===== src/rtl/escaner_display.sv =====
// -----------------------------------------------------------------------------
// escaner_display
//   Time-multiplexed scanner for a four-digit common-anode seven-segment
//   display. One nibble of the displayed value is presented per scan slot to a
//   single downstream hex-to-segment decoder, together with the matching
//   active-low anode. New values are latched as "pending" and only become the
//   displayed value at a frame boundary, so one frame never mixes two values.
//
// Parameters
//   DIVISOR       clock cycles per digit slot (2 .. 2^20)
//   BLANCO_CEROS  1 = blank leading zeros, 0 = always show all four digits
//
// Ports
//   clk            system clock, rising edge
//   rst            synchronous active-high reset
//   valor[15:0]    value to display, [3:0] is digit 0 (rightmost)
//   cargar         load strobe, valor sampled on every cycle it is high
//   numeroMostrar  nibble for the downstream decoder (registered)
//   anodos         active-low digit enables, bit i = digit i (registered)
//   actualizado    one-cycle pulse when a new value becomes the displayed one
// -----------------------------------------------------------------------------
module escaner_display #(
   parameter int unsigned DIVISOR      = 50000,
   parameter int unsigned BLANCO_CEROS = 1
) (
   input  logic        clk,
   input  logic        rst,
   input  logic [15:0] valor,
   input  logic        cargar,
   output logic [3:0]  numeroMostrar,
   output logic [3:0]  anodos,
   output logic        actualizado
);

   localparam int unsigned CW = $clog2(DIVISOR);
   localparam logic [CW-1:0] CMAX = CW'(DIVISOR - 1);

   logic [CW-1:0] contador_q, contador_d;
   logic [1:0]    indice_q, indice_d;
   logic [15:0]   activo_q, activo_d;
   logic [15:0]   pendiente_q, pendiente_d;
   logic          bandera_q, bandera_d;
   logic [3:0]    num_q, num_d;
   logic [3:0]    an_q, an_d;
   logic          act_q, act_d;

   logic          tick;
   logic          frontera;
   logic          blanco;

   assign tick     = (contador_q == CMAX);
   assign frontera = tick && (indice_q == 2'd3);

   always_comb begin
      contador_d  = tick ? '0 : contador_q + 1'b1;
      indice_d    = tick ? indice_q + 2'd1 : indice_q;

      // Last load in a frame wins; a load on the boundary cycle itself is
      // applied immediately, so nothing is left pending afterwards.
      pendiente_d = cargar ? valor : pendiente_q;
      bandera_d   = frontera ? 1'b0 : (bandera_q | cargar);

      activo_d    = activo_q;
      act_d       = 1'b0;
      if (frontera) begin
         if (cargar) begin
            activo_d = valor;
            act_d    = 1'b1;
         end else if (bandera_q) begin
            activo_d = pendiente_q;
            act_d    = 1'b1;
         end
      end

      // Outputs are derived from the next-state slot and value so that the
      // registered nibble/anode always match the slot and value just entered.
      blanco = 1'b0;
      if (BLANCO_CEROS != 0) begin
         case (indice_d)
            2'd1:    blanco = (activo_d[15:4]  == 12'h000);
            2'd2:    blanco = (activo_d[15:8]  == 8'h00);
            2'd3:    blanco = (activo_d[15:12] == 4'h0);
            default: blanco = 1'b0;
         endcase
      end

      if (blanco) begin
         num_d = 4'h0;
         an_d  = 4'b1111;
      end else begin
         num_d = activo_d[{indice_d, 2'b00} +: 4];
         an_d  = ~(4'b0001 << indice_d);
      end
   end

   always_ff @(posedge clk) begin
      if (rst) begin
         contador_q  <= '0;
         indice_q    <= 2'd0;
         activo_q    <= 16'h0000;
         pendiente_q <= 16'h0000;
         bandera_q   <= 1'b0;
         num_q       <= 4'h0;
         an_q        <= 4'b1110;
         act_q       <= 1'b0;
      end else begin
         contador_q  <= contador_d;
         indice_q    <= indice_d;
         activo_q    <= activo_d;
         pendiente_q <= pendiente_d;
         bandera_q   <= bandera_d;
         num_q       <= num_d;
         an_q        <= an_d;
         act_q       <= act_d;
      end
   end

   assign numeroMostrar = num_q;
   assign anodos        = an_q;
   assign actualizado   = act_q;

endmodule


===== config.mk =====
export PLATFORM = sky130hd
export DESIGN_NAME = escaner_display
export DESIGN_NICKNAME = d
export VERILOG_FILES = /design/src/rtl/escaner_display.sv
export SDC_FILE = /design/constraint.sdc
export NUM_CORES = 1
export LEC_CHECK = 0
export ABC_AREA = 1
export BUFFER_PORTS_ARGS = -buffer_cell sky130_fd_sc_hd__buf_2
export CAP_MARGIN = 20
export CORE_MARGIN = 2
export CORE_UTILIZATION = 40
export CTS_CLUSTER_DIAMETER = 200
export DETAILED_ROUTE_END_ITERATION = 12
export MAX_ROUTING_LAYER = met4
export PLACE_DENSITY = 0.6
export SLEW_MARGIN = 20
export SYNTH_ARGS = -nofsm -noshare
export SYNTH_HDL_FRONTEND = slang
export SYNTH_SLANG_ARGS = --single-unit
export TNS_END_PERCENT = 20

===== constraint.sdc =====
create_clock -name clk -period 5 [get_ports clk]
set_input_delay 0.75 -clock clk [delete_from_list [all_inputs] [get_ports clk]]
set_output_delay 0.75 -clock clk [all_outputs]
set_load 0.1 [all_outputs]

* Word level (Yosys, flattened, before mapping)
Index checks and enable logic that the tools add are counted.
Storage, ports and cells: register bits after elaboration 60, output and inout port bits 9
Operators by class: add/sub/neg operators 2, equal/unequal tests 5, shifts and indexed selects 2, mux-type cells 8, bitwise gates (word level) 3, reduce and logical (&&, ||, !) cells 8
Operators by type and width (number):
- 2-to-1 mux 16 bit | 3
- adder 16 x 1 -> 16 bit, second input constant | 1
- == test 16 bit, second input constant | 1
- variable part select 16 x 5 -> 4 bit | 1
- logical NOT 12 bit | 1
- logical NOT 8 bit | 1
- OR reduction 2 bit | 4
- == test 2 bit, second input constant | 3
- logical NOT 4 bit | 1
- NOT 4 bit | 1
- << shifter 1 x 2 -> 4 bit, first input constant | 1
- 2-to-1 mux 1 bit | 3
- one-hot mux 1 bit (3 select lines) | 1
- adder 2 x 1 -> 2 bit, second input constant | 1
- == test 2 x 1 -> 1 bit, second input constant | 1
- 2-to-1 mux 2 bit | 1
- logical AND 1 bit | 1
- NOT 1 bit | 1
- OR 1 bit | 1

* Longest topological paths before layout
word-level depth 6, depth in mapped cells 14, depth with buffers taken out 13

* Worst setup path before layout
No wires, ideal clock.
kind input -> register, start point input port cargar, end point register num_q[2] (netlist: numeroMostrar[2]), setup time 0.118 ns, data arrival time 1.930 ns, required time 4.882 ns, slack 2.952 ns, stages 11, path buffers 2, cells stage by stage buf_2 -> clkinv_1 -> buf_2 -> nand2_1 -> nand2_1 -> nand3_1 -> nand2_1 -> nor3_1 -> nand3_2 -> nand3_2 -> nor2_1
Between the ends: word-level cells in the longest chain between the ends 5, elaborated cells between the ends (all ways) 8
Ends and longest elaborated chain:
- from (decl) | line 29 | input logic cargar,
- 2-to-1 mux 16 bit * | line 66 | if (cargar) begin
- 2-to-1 mux 16 bit * | line 65 | if (frontera) begin
- logical NOT 12 bit (tied with other cells) | line 80 | 2'd1: blanco = (activo_d[15:4] == 12'h000);
- one-hot mux 1 bit (3 select lines) | line 79 | case (indice_d)
- OR reduction 2 bit (no line)
- to (signal assigned) | line 112 | num_q <= num_d;
- to (decl) | line 43 | logic [3:0] num_q, num_d;
Every way passes the cells marked *; elsewhere a longest branch is shown, timed or not. A chain may end at the register's enable or synchronous reset.

* Worst setup path in the final report
Ends and elaborated chain as after synthesis.

==> results by group <==
STA
  • Final setup viols: 0
  • Unrepaired setup endpoints after global routing: no
  • Min Clock Period, post-route: 2610 ps
  • Skew final: 7.43 ps
  • Relative slew slack: 50.9%
  • Slew @ Worst Pin: 732 ps
  • Final slew viol count: 0
  • Period utilization: 52.2%
  • F_max: 383 MHz
  • Total negative slack: 0 ps
  • Final Hold Fails: 0

Power and ir drop
  • Power density over cell area: 328 nW/um^2
  • Static leakage: 1.41 nW
  • Worst ir drop on vdd: 0.000165 V
  • Tot Pwr: 1.08 mW

Clock tree
  • Max clock buf depth: 2
  • Reg clk slew, reported paths: 60 ps
  • Htree depth: 3
  • CTS tree: built
  • Clock root buffer: clkbuf_8
  • CTS Buf Count: 9
  • CTS hold repair buffers: 0
  • CTS Sinks: 60
  • Skew-Pair Late Insertion Delay: 330 ps
  • Post-CTS sizing: 0
  • # Post-CTS Setup Buffers: 0

Floorplanning
  • Die area: 7890 um^2
  • Core area: 6870 um^2
  • Starting Density: 41.9%
  • Io pins: 28
  • DIE WIDTH: 88.8 um
  • Die height: 88.8 um
  • Row cnt: 30

Yosys
  • #FFs+latches synth: 60
  • Sequential area share after synthesis: 41.8%
  • Cell count after synthesis: 424
  • Synth area leader: dfxtp_1
  • Synth cell types: 30
  • Synth Cell Area: 2880 um^2
  • Syn_nets: 445
  • Synthesis Warnings: 0
  • Top post-synthesis cells by area: dfxtp_1, nand2_1, nor2_1, a21oi_1, inv_1
  • Avg Inst Size Synth: 6.78 um^2
  • Post-synth top area share: 41.8%

Worst setup path
  • Slowest stage delay, CP: 690 ps
  • Worst Path Arrival: 2830 ps
  • Max FO, Critical Path: 28
  • CP required: 5220 ps
  • WS Path Type: input port to register
  • CP cell instances: buf_2 -> clkinv_1 -> o21ai_0 -> o21ai_0 -> nand3_1 -> nand2_1 -> nor2_1 -> nand2_1 -> nor2_2 -> nand2_2 -> nand3_2 -> nor2_1
  • CP Launch Type: input port
  • Worst setup EP type: register
  • Worst path slowest cell: clkinv_1

Layout
  • Nets: 470
  • Area of the multi-input gates: 1460 um^2
  • FF/Latch Area: 1200 um^2
  • Synth-to-layout area growth: 15.1%
  • Inserted Diodes: 0
  • Fillers: 717
  • Final std cells w/o fill: 550
  • Share of cells above drive strength 1: 16.1%

Routing
  • Via Count: 2593
  • DR DRC count: 0
  • DRT Pass-1 Iters: 4
  • Initial drt markers: 136
  • Routed WL per cell: 11.2 um
  • Post-DRT Antenna Nets: 0
  • Vias per Instance: 4.71
  • WL final: 6160 um

Flow run
  • Total of max-cap violations: 0

Placed design
  • IO buf count: 27
  • GPL Wtd Cong: 0.751
  • Placed insts: 534
  • Detailed Place HPWL: 4410 um

GRT
  • Total congestion overflow: 0
  • All-Layer GR Usage: 17.5%
  • Initial antenna violation count: 0
  • Vias in the first global route: 2352
  • First-pass GRT wire length: 10300 um
  • Largest net degree at the start of global routing: 39

Hold path
  • Hold Crit Class: register to register

Outcome
  • Outcome: complete, no violations
## cell type report
| type | count | area share [%] |
|---|---|---|
| tap | 96 | 3.63 |
| clock inverter | 4 | 2.87 |
| timing repair buffer | 27 | 4.08 |
| inverter | 38 | 4.31 |
| multi-input combinational | 313 | 44.1 |
| sequential | 60 | 36.3 |
| clock buffer | 12 | 4.69 |
## state kept, by name, indices dropped and copies added (netlist names)
name,count
activo_q,16
contador_q,16
pendiente_q,16
anodos,4
numeroMostrar,4
indice_q,2
actualizado,1
bandera_q,1
## cell families after synthesis
group | after synthesis | synth area share (%)
AO/OA/AOI/OAI | 59 | 10.7
buffers and inverters | 51 | 7.44
AND/OR/NAND/NOR | 251 | 38.9
adder cells (fa/ha/maj) | 2 | 0.870
XOR/XNOR | 1 | 0.305
flip-flops | 60 | 41.8
## worst max-delay path, delay by kind of cell
kind	cells	cell delay (ps)
AO/OA/AOI/OAI	2	350
buffers and inverters	2	1000
AND/OR/NAND/NOR	8	720
## cell usage after synthesis
cell and number:
nand2_1 135, dfxtp_1 60, nor2_1 56, a21oi_1 32, inv_1 30, o21ai_0 20, nand3_1 18, nor3_1 9
nand2_2 8, buf_2 6, nor2_2 6, inv_2 5, nand3_2 5, nand4_1 5, clkbuf_1 4, nor2_4 4
clkinv_1 3, a21boi_0 2, buf_6 2, ha_1 2, o21a_1 2, o21ai_1 2, a211oi_1 1, and2_1 1
buf_1 1, nand3_4 1, nor3_2 1, nor3b_1 1, nor4_2 1, xor2_1 1
## path summary, 6_finish.rpt
check / from / endpoint / slack, ps / cells past startpoint
worst min-delay path: contador_q[0] / contador_q[0] / 460 / 1
worst max-delay path: cargar / numeroMostrar[2] / 2390 / 12
worst max register to register: bandera_q / numeroMostrar[2] / 2710 / 11
worst min register to register: contador_q[0] / contador_q[0] / 460 / 1
## placed cells by master (no fill, tap or decap), drive strengths merged, types with 3 or more instances in the layout
cell type	Yosys	layout
bufinv	0	3
nor2	66	66
clkbuf	4	12
nor3	10	10
clkinv	3	4
o21ai	22	22
inv	35	35
buf	9	27
a21oi	32	32
dfxtp	60	60
nand2	143	143
nand4	5	5
nand3	24	24
## report_power, final
part,internal (mW),switching [mW]
clock,0.358,0.182
combinational,0.0175,0.0323
sequential,0.488,0.00720
## metrics by stage
stage	cell area [um^2]	util, %	worst slack, ps	hold slack (ps)
2_1_floorplan	2880	-	2950	418
3_3_place_gp	3060	44.6	2090	432
3_5_place_dp	3060	44.6	2000	444
4_1_cts	3310	48.2	2380	454
5_1_grt	3310	48.2	2030	472
6_report	3310	48.2	2390	456
## per-layer routing
layer  part of all wire, %  track usage (%)
met5                     0                -
met4                   1.1             5.92
met3                   3.0             4.48
met2                    49             30.2
met1                    47             19.7
No activity file was read; power rests on OpenSTA's default activity.
